--- src/rtl/cpu_control_sequencer_pkg.sv ---
// Shared types and constants for the 8-bit CPU control sequencer.
package cpu_control_sequencer_pkg;

   typedef logic [3:0] opcode_t;

   localparam opcode_t OP_NOP = 4'h0;
   localparam opcode_t OP_LDA = 4'h1;
   localparam opcode_t OP_ADD = 4'h2;
   localparam opcode_t OP_SUB = 4'h3;
   localparam opcode_t OP_STA = 4'h4;
   localparam opcode_t OP_JMP = 4'h5;
   localparam opcode_t OP_JZ  = 4'h6;
   localparam opcode_t OP_OUT = 4'h7;
   localparam opcode_t OP_HLT = 4'hF;

   localparam logic [3:0] ALU_ADD_CODE = 4'h0;
   localparam logic [3:0] ALU_SUB_CODE = 4'h1;

   typedef enum logic [3:0] {
      S_IDLE    = 4'd0,
      S_F_ADDR  = 4'd1,
      S_F_INSTR = 4'd2,
      S_DECODE  = 4'd3,
      S_OPERAND = 4'd4,
      S_M_ADDR  = 4'd5,
      S_M_ACC   = 4'd6,
      S_ALU_WB  = 4'd7,
      S_HALT    = 4'd8
   } state_e;

   // Instruction class flags produced by the decoder.
   typedef struct packed {
      logic is_mem;
      logic is_jump;
      logic is_alu;
      logic is_one_byte;
      logic illegal;
   } dec_t;

endpackage

--- src/rtl/cpu_control_sequencer_if.sv ---
// Control/status bundle between the sequencer and the CPU datapath.
interface cpu_control_sequencer_if #(
   parameter int DATA_W = 8
) ();
   logic              run;
   logic [DATA_W-1:0] mem_data;
   logic              zero_flag;
   logic              mar_load;
   logic              mar_sel;
   logic              pc_inc;
   logic              pc_load;
   logic              ir_load;
   logic              opnd_load;
   logic              a_load;
   logic              a_sel;
   logic              b_load;
   logic [3:0]        alu_op;
   logic              flag_load;
   logic              ram_we;
   logic              out_load;
   logic              halted;
   logic              illegal_op;

   modport master (
      input  run, mem_data, zero_flag,
      output mar_load, mar_sel, pc_inc, pc_load, ir_load, opnd_load,
             a_load, a_sel, b_load, alu_op, flag_load, ram_we, out_load,
             halted, illegal_op
   );

   modport slave (
      output run, mem_data, zero_flag,
      input  mar_load, mar_sel, pc_inc, pc_load, ir_load, opnd_load,
             a_load, a_sel, b_load, alu_op, flag_load, ram_we, out_load,
             halted, illegal_op
   );
endinterface

--- src/rtl/cpu_control_sequencer_instr_decoder.sv ---
// Combinational opcode classifier used by the sequencer FSM.
module cpu_instr_decoder
   import cpu_control_sequencer_pkg::*;
(
   input  opcode_t opcode,
   output dec_t    dec
);

   // Map the opcode nibble onto instruction class flags.
   always_comb begin
      dec = '0;
      case (opcode)
         OP_NOP, OP_OUT, OP_HLT: dec.is_one_byte = 1'b1;
         OP_LDA, OP_STA:         dec.is_mem      = 1'b1;
         OP_ADD, OP_SUB: begin
            dec.is_mem = 1'b1;
            dec.is_alu = 1'b1;
         end
         OP_JMP, OP_JZ:          dec.is_jump     = 1'b1;
         default: begin
            // Undefined opcodes run as a one-byte NOP.
            dec.illegal     = 1'b1;
            dec.is_one_byte = 1'b1;
         end
      endcase
   end

endmodule

--- src/rtl/cpu_control_sequencer.sv ---
// Fetch/decode/execute state machine for the 8-bit CPU. Holds only the FSM
// state and a shadow copy of the opcode nibble; the datapath owns PC/IR/A/B.
module cpu_control_sequencer
   import cpu_control_sequencer_pkg::*;
#(
   parameter int         DATA_W  = 8,
   parameter logic [3:0] ALU_ADD = ALU_ADD_CODE,
   parameter logic [3:0] ALU_SUB = ALU_SUB_CODE
) (
   input  logic                   clk,
   input  logic                   reset,
   cpu_control_sequencer_if.master bus
);

   state_e  state_q, state_d;
   opcode_t opcode_q, opcode_d;
   dec_t    dec;

   logic       mar_load;
   logic       mar_sel;
   logic       pc_inc;
   logic       pc_load;
   logic       ir_load;
   logic       opnd_load;
   logic       a_load;
   logic       a_sel;
   logic       b_load;
   logic [3:0] alu_op;
   logic       flag_load;
   logic       ram_we;
   logic       out_load;
   logic       halted;
   logic       illegal_op;

   cpu_instr_decoder u_decoder (
      .opcode (opcode_q),
      .dec    (dec)
   );

   // Next-state and opcode capture; the opcode is latched alongside ir_load.
   always_comb begin
      state_d  = state_q;
      opcode_d = opcode_q;
      case (state_q)
         S_IDLE:    if (bus.run) state_d = S_F_ADDR;
         S_F_ADDR:  state_d = S_F_INSTR;
         S_F_INSTR: begin
            opcode_d = bus.mem_data[DATA_W-1 -: 4];
            state_d  = S_DECODE;
         end
         S_DECODE: begin
            if (opcode_q == OP_HLT)   state_d = S_HALT;
            else if (dec.is_one_byte) state_d = S_F_ADDR;
            else                      state_d = S_OPERAND;
         end
         S_OPERAND: state_d = dec.is_jump ? S_F_ADDR : S_M_ADDR;
         S_M_ADDR:  state_d = S_M_ACC;
         S_M_ACC:   state_d = dec.is_alu ? S_ALU_WB : S_F_ADDR;
         S_ALU_WB:  state_d = S_F_ADDR;
         S_HALT:    if (bus.run) state_d = S_F_ADDR;
         default:   state_d = S_IDLE;
      endcase
   end

   // State register; asynchronous reset aborts any instruction in flight.
   always_ff @(posedge clk or negedge reset) begin
      if (!reset) begin
         state_q  <= S_IDLE;
         opcode_q <= OP_NOP;
      end else begin
         state_q  <= state_d;
         opcode_q <= opcode_d;
      end
   end

   // Control strobes decoded from the registered state and opcode.
   always_comb begin
      mar_load   = 1'b0;
      mar_sel    = 1'b0;
      pc_inc     = 1'b0;
      pc_load    = 1'b0;
      ir_load    = 1'b0;
      opnd_load  = 1'b0;
      a_load     = 1'b0;
      a_sel      = 1'b0;
      b_load     = 1'b0;
      alu_op     = ALU_ADD;
      flag_load  = 1'b0;
      ram_we     = 1'b0;
      out_load   = 1'b0;
      halted     = 1'b0;
      illegal_op = 1'b0;
      case (state_q)
         S_F_ADDR: mar_load = 1'b1;
         S_F_INSTR: begin
            ir_load = 1'b1;
            pc_inc  = 1'b1;
         end
         S_DECODE: begin
            if (dec.illegal)                illegal_op = 1'b1;
            else if (opcode_q == OP_OUT)    out_load   = 1'b1;
            else if (!dec.is_one_byte)      mar_load   = 1'b1;
         end
         S_OPERAND: begin
            if (opcode_q == OP_JMP) begin
               pc_load = 1'b1;
            end else if (opcode_q == OP_JZ) begin
               // Exactly one of pc_load/pc_inc: taken branch or skip operand.
               pc_load = bus.zero_flag;
               pc_inc  = ~bus.zero_flag;
            end else begin
               opnd_load = 1'b1;
               pc_inc    = 1'b1;
            end
         end
         S_M_ADDR: begin
            mar_load = 1'b1;
            mar_sel  = 1'b1;
         end
         S_M_ACC: begin
            if (opcode_q == OP_LDA)      a_load = 1'b1;
            else if (opcode_q == OP_STA) ram_we = 1'b1;
            else if (dec.is_alu)         b_load = 1'b1;
         end
         S_ALU_WB: begin
            a_load    = 1'b1;
            a_sel     = 1'b1;
            flag_load = 1'b1;
            alu_op    = (opcode_q == OP_SUB) ? ALU_SUB : ALU_ADD;
         end
         S_HALT:  halted = 1'b1;
         default: ;
      endcase
   end

   assign bus.mar_load   = mar_load;
   assign bus.mar_sel    = mar_sel;
   assign bus.pc_inc     = pc_inc;
   assign bus.pc_load    = pc_load;
   assign bus.ir_load    = ir_load;
   assign bus.opnd_load  = opnd_load;
   assign bus.a_load     = a_load;
   assign bus.a_sel      = a_sel;
   assign bus.b_load     = b_load;
   assign bus.alu_op     = alu_op;
   assign bus.flag_load  = flag_load;
   assign bus.ram_we     = ram_we;
   assign bus.out_load   = out_load;
   assign bus.halted     = halted;
   assign bus.illegal_op = illegal_op;

endmodule

--- src/flat_wrapper.sv ---
// flat-port wrapper written by rule: the top's interface ports become plain ports
module cpu_control_sequencer_flat import cpu_control_sequencer_pkg::*;
#(
   parameter int         DATA_W  = 8,
   parameter logic [3:0] ALU_ADD = ALU_ADD_CODE,
   parameter logic [3:0] ALU_SUB = ALU_SUB_CODE
)
  (clk, reset, bus_run, bus_mem_data, bus_zero_flag, bus_mar_load, bus_mar_sel, bus_pc_inc, bus_pc_load, bus_ir_load, bus_opnd_load, bus_a_load, bus_a_sel, bus_b_load, bus_alu_op, bus_flag_load, bus_ram_we, bus_out_load, bus_halted, bus_illegal_op);
  cpu_control_sequencer_if #(.DATA_W(DATA_W)) bus_i ();
  input  logic clk;
  input  logic reset;
  input wire logic [$bits(bus_i.run)-1:0] bus_run;
  input wire logic [$bits(bus_i.mem_data)-1:0] bus_mem_data;
  input wire logic [$bits(bus_i.zero_flag)-1:0] bus_zero_flag;
  output wire logic [$bits(bus_i.mar_load)-1:0] bus_mar_load;
  output wire logic [$bits(bus_i.mar_sel)-1:0] bus_mar_sel;
  output wire logic [$bits(bus_i.pc_inc)-1:0] bus_pc_inc;
  output wire logic [$bits(bus_i.pc_load)-1:0] bus_pc_load;
  output wire logic [$bits(bus_i.ir_load)-1:0] bus_ir_load;
  output wire logic [$bits(bus_i.opnd_load)-1:0] bus_opnd_load;
  output wire logic [$bits(bus_i.a_load)-1:0] bus_a_load;
  output wire logic [$bits(bus_i.a_sel)-1:0] bus_a_sel;
  output wire logic [$bits(bus_i.b_load)-1:0] bus_b_load;
  output wire logic [$bits(bus_i.alu_op)-1:0] bus_alu_op;
  output wire logic [$bits(bus_i.flag_load)-1:0] bus_flag_load;
  output wire logic [$bits(bus_i.ram_we)-1:0] bus_ram_we;
  output wire logic [$bits(bus_i.out_load)-1:0] bus_out_load;
  output wire logic [$bits(bus_i.halted)-1:0] bus_halted;
  output wire logic [$bits(bus_i.illegal_op)-1:0] bus_illegal_op;
  assign bus_i.run = bus_run;
  assign bus_i.mem_data = bus_mem_data;
  assign bus_i.zero_flag = bus_zero_flag;
  assign bus_mar_load = bus_i.mar_load;
  assign bus_mar_sel = bus_i.mar_sel;
  assign bus_pc_inc = bus_i.pc_inc;
  assign bus_pc_load = bus_i.pc_load;
  assign bus_ir_load = bus_i.ir_load;
  assign bus_opnd_load = bus_i.opnd_load;
  assign bus_a_load = bus_i.a_load;
  assign bus_a_sel = bus_i.a_sel;
  assign bus_b_load = bus_i.b_load;
  assign bus_alu_op = bus_i.alu_op;
  assign bus_flag_load = bus_i.flag_load;
  assign bus_ram_we = bus_i.ram_we;
  assign bus_out_load = bus_i.out_load;
  assign bus_halted = bus_i.halted;
  assign bus_illegal_op = bus_i.illegal_op;
  cpu_control_sequencer #(.DATA_W(DATA_W), .ALU_ADD(ALU_ADD), .ALU_SUB(ALU_SUB)) u_core (.clk(clk), .reset(reset), .bus(bus_i));
endmodule
--- config.mk ---
export PLATFORM = sky130hd
export DESIGN_NAME = cpu_control_sequencer_flat
export DESIGN_NICKNAME = d
export VERILOG_FILES = /design/src/rtl/cpu_control_sequencer_pkg.sv /design/src/rtl/cpu_control_sequencer_if.sv /design/src/rtl/cpu_control_sequencer_instr_decoder.sv /design/src/rtl/cpu_control_sequencer.sv /design/src/flat_wrapper.sv
export SDC_FILE = /design/constraint.sdc
export NUM_CORES = 1
export LEC_CHECK = 0
export CELL_PAD_IN_SITES_DETAIL_PLACEMENT = 0
export CELL_PAD_IN_SITES_GLOBAL_PLACEMENT = 1
export CORE_MARGIN = 2
export CORE_UTILIZATION = 30
export CTS_CLUSTER_DIAMETER = 40
export DETAILED_ROUTE_END_ITERATION = 8
export PLACE_DENSITY = 0.89
export REMOVE_ABC_BUFFERS = 1
export SYNTH_ARGS = -nofsm -noshare
export SYNTH_HDL_FRONTEND = slang
export SYNTH_SLANG_ARGS = --single-unit
--- constraint.sdc ---
create_clock -name clk -period 2.8 [get_ports clk]
set_input_delay 0.56 -clock clk [delete_from_list [all_inputs] [get_ports clk]]
set_output_delay 0.56 -clock clk [all_outputs]
set_load 0.02 [all_outputs]
[Word-level counts from Yosys, hierarchy flattened]
Cells that the tools add are included.
Word-level totals
  bits in registers: 8
  bits of input ports: 12
  output and inout port bits: 18
  logic and storage cells: 69
Operators by class
  equal/unequal tests: 17
  mux-type cells: 41
  bitwise gates (word level): 1
  reductions and logical operators: 8
Operators by type and width (number)
  $eq 4x3->1 const B: 8
  $pmux 4 s8: 1
  $mux 1: 31
  $eq 4x2->1 const B: 4
  $mux 4: 3
  $mux 3: 3
  $reduce_or 9->1: 1
  $eq 4x1->1 const B: 2
  $eq 4x4->1 const B: 2
  $logic_not 4->1: 2
  $reduce_or 2->1: 4
  $pmux 1 s2: 3
  $reduce_or 6->1: 1
  $ne 2x1->1 const B: 1
  $not 1->1: 1

[Longest topological paths before layout]
  depth after elaboration: 7
  mapped depth: 4
  mapped depth without buffers: 3

[Hierarchy]
Synthesis repeated with hierarchy kept, for this count alone.
Second synthesis, totals
  cell total of the unflattened synthesis: 84
  area total of the unflattened synthesis: 720.7 sq um
Modules (own cells, without submodules)
  cpu_control_sequencer: times used 1, cells each 75, area each 659.4 sq um, seq. area each 200.2 sq um
  cpu_instr_decoder: times used 1, cells each 9, area each 61.3 sq um, seq. area each 0.0 sq um

[Worst setup path before layout]
No wires, ideal clock.
  path type: register to output
  start: reg u_core.state_q[3]
  end: out bus_alu_op[0]
  data arrival time: 1.483 ns
  data required time: 2.240 ns
  setup slack: 0.757 ns
  cell stages (with the launch flop): 4
  buffers on the path: 0
  cell sequence: dfrtp_1 and2b_1 nand3_1 nor4_1
On the way
  longest elaborated chain between the ends: 2
RTL lines
  start: declaration: RTL line cpu_control_sequencer.sv:15  | state_e state_q, state_d;
  start signal: assignment: RTL line cpu_control_sequencer.sv:71  | state_q <= state_d;
  $eq 4x3->1: RTL line cpu_control_sequencer.sv:93  | case (state_q)
  $mux 4: RTL line cpu_control_sequencer.sv:93
  end: declaration: RTL line flat_wrapper.sv:24  | output wire logic [$bits(bus_i.alu_op)-1:0] bus_alu_op;
Every way passes these cells.

[Worst setup path in the final report]
Same ends and word-level chain as after synthesis.

==> impl_metrics.env <==
export IMPL_h_tree_depth=1
export IMPL_synth_edf_count=0
export IMPL_max_stage_delay_ns=0.66
export IMPL_pin_count=30
export IMPL_cts_root_buf="clkbuf_4"
export IMPL_syn_avg_cell_area_um2=8.83
export IMPL_synthTopCellsByCount="dfrtp_1 (8), nand2_1 (5), nor2_1 (5)"
export IMPL_grt_pass1_wl_um=2430
export IMPL_startpoint="u_core.state_q[3]"
export IMPL_slowest_stage="clkdlybuf4s50_1"
export IMPL_numCtsBuffers=3
export IMPL_synth_cell_type_count=35
export IMPL_dr_first_iter_drc_count=7
export IMPL_design_area_um2=892
export IMPL_ys_warn_count=0
export IMPL_crit_path_cell_trace="and2b_1 > nand3_1 > nor4_1 > clkdlybuf4s50_1"
export IMPL_num_rows=16
export IMPL_clkSlewWorstSetupHoldPaths_ns=0.06
export IMPL_dpl_cell_area_um2=866
export IMPL_grt_overflow=0
export IMPL_drcViolationCount=0
export IMPL_ant_nets=0
export IMPL_min_period_ns=2.64
export IMPL_timing_rr_end="u_core.opcode_q[1]"
export IMPL_critPathMaxFanout=7
export IMPL_fin_crit_sh_pct=94.4
export IMPL_ys_seq_area_share_pct=31.1
export IMPL_critPathKind="reg2out"
export IMPL_cts_tree="yes"
export IMPL_clk_latency_ns=0.26
export IMPL_routedWlPerCell_um=12.5
export IMPL_slew_viol_final=0
export IMPL_rr_startpoint="u_core.state_q[0]"
export IMPL_cp_required_ns=2.24
export IMPL_hpwl_um=1160
export IMPL_die_h_um=50.3
export IMPL_place_ws_ns=0.202
export IMPL_n_antenna_cell=0
export IMPL_fmax_mhz=378
export IMPL_fin_skew_ns=0.00635
export IMPL_ys_seq_elements=8
export IMPL_rr_worst_depth=3
export IMPL_ir_drop_v=0.000542
export IMPL_power_density_nw_per_um2=955
export IMPL_power_mw=0.852
export IMPL_antenna_found_initial=0
export IMPL_p_leak_nw=0.393
export IMPL_drive_gt1_share_pct=15.8
export IMPL_synth_area_um2=644
export IMPL_dr_pass1_iters=2
export IMPL_fin_nets=109
export IMPL_viasPerCell=4.89
export IMPL_wl_um=1530
export IMPL_start_util_pct=32.2
export IMPL_finalHoldViolCount=0
export IMPL_track_usage_pct=13.0
export IMPL_io_buffers=22
export IMPL_worstPathArrival_ns=2.08
export IMPL_area_growth_pct=38.4
export IMPL_synthArstFlopShare_pct=100
export IMPL_critPathCapture="bus_alu_op[0]"
export IMPL_grt_max_degree=11
export IMPL_netlist_top_cells_area="dfrtp_1 (31%), mux2_2 (5.2%), buf_4 (4.7%)"
export IMPL_setup_viol=0
export IMPL_synthCells=73
export IMPL_dieArea_um2=2530
export IMPL_rrSetupSlack_ns=1.35
export IMPL_die_w_um=50.3
export IMPL_grt_pass1_vias=571
export IMPL_rsz0062_at_grt="no"
export IMPL_ctsLongestPathBuffers=2
export IMPL_globalplace_congestion=0.803
export IMPL_coreArea_um2=2000
export IMPL_vias=597
export IMPL_clock_sinks=8
export IMPL_worstSetupEndpointType="primary output"
export IMPL_maxCapViolations=0
export IMPL_worst_slack_ns=0.156
export IMPL_synthMostInstantiatedCell="dfrtp_1"
export IMPL_hold_class="in2async"
export IMPL_critPathLaunchType="flip-flop"
export IMPL_synth_top_cell_by_area="dfrtp_1"
export IMPL_final_setup_tns_ns=0
export IMPL_yosysTopAreaCellShare_pct=31.1
export IMPL_status="finished clean"
export IMPL_synth_main_ff_cell="dfrtp_1"
export IMPL_hold_buffers=0
-- final cells by class --
type,count,area [um2]
clock buffers,3,22.5
fillers,215,1110
inverters,4,15.0
multi-input cells,55,374
flip-flops and latches,8,201
well taps,27,33.8
repair buffers,25,245
-- cell families after synthesis --
family / Yosys count / synth area share (%)
compound gates: 10 / 9.90
buf+inv: 12 / 12.0
mux: 3 / 5.24
flops: 8 / 31.1
other cells: 1 / 0.582
simple gates: 38 / 39.8
xor+xnor: 1 / 1.36
-- report_power, final --
part | internal, mW | leakage, nW | switching (mW)
Combinational | 0.261 | 0.281 | 0.243
Sequential | 0.168 | 0.0979 | 0.0886
Clock | 0.0493 | 0.0138 | 0.0429
Total | 0.478 | 0.393 | 0.374
-- worst max-delay path: cells and delay by family (launching register included) --
| family | cells | cell delay (ns) |
|---|---|---|
| and+or+nand+nor | 3 | 0.72 |
| buffers and inverters | 1 | 0.66 |
| DFF | 1 | 0.45 |
-- state kept, by name, indices dropped and copies added (netlist names) --
| name | count |
|---|---|
| u_core.state_q | 4 |
| u_core.opcode_q | 4 |
-- per-stage QoR --
| step | cells | util, % | hold WS (ns) |
|---|---|---|---|
| final | 122 | 44.6 | 0.576 |
| after floorplan | 67 | - | 0.264 |
| after global routing | 122 | 44.6 | 0.594 |
| after global placement | 119 | 43.3 | 0.658 |
| after detailed placement | 119 | 43.3 | 0.666 |
| after CTS | 122 | 44.4 | 0.588 |
-- repair_timing --
| item | CTS | global route |
|---|---|---|
| setup buffers | 0 | 0 |
| endpoints found under the setup margin | 0 | 1 |
| resized for setup | 0 | 2 |
-- per-layer routing --
layer | GRT usage (%) | wire (um)
met1 | 15.7 | 678
met2 | 20.8 | 755
met3 | 3.57 | 63
met4 | 7.21 | 32
met5 | 0 | 0
-- cells in the final DEF (no fill, tap or decap), types with 4 or more instances in the layout --
cell type / instances
dfrtp_1: 7
nand3_1: 4
inv_1: 4
nand2_1: 5
clkdlybuf4s50_1: 21
nor2_1: 5
nand2b_1: 4
-- how the worst min path moves through the flow --
stage                            start            endpoint  slack [ns]
global route                     reset  u_core.opcode_q[0]        0.59
detailed placement  u_core.opcode_q[0]  u_core.opcode_q[0]        0.67
floorplan                        reset  u_core.opcode_q[0]        0.26
CTS                              reset  u_core.opcode_q[0]        0.59
global placement    u_core.opcode_q[0]  u_core.opcode_q[0]        0.66
finish                           reset  u_core.opcode_q[0]        0.58
Power figures use the tool's default switching activity.
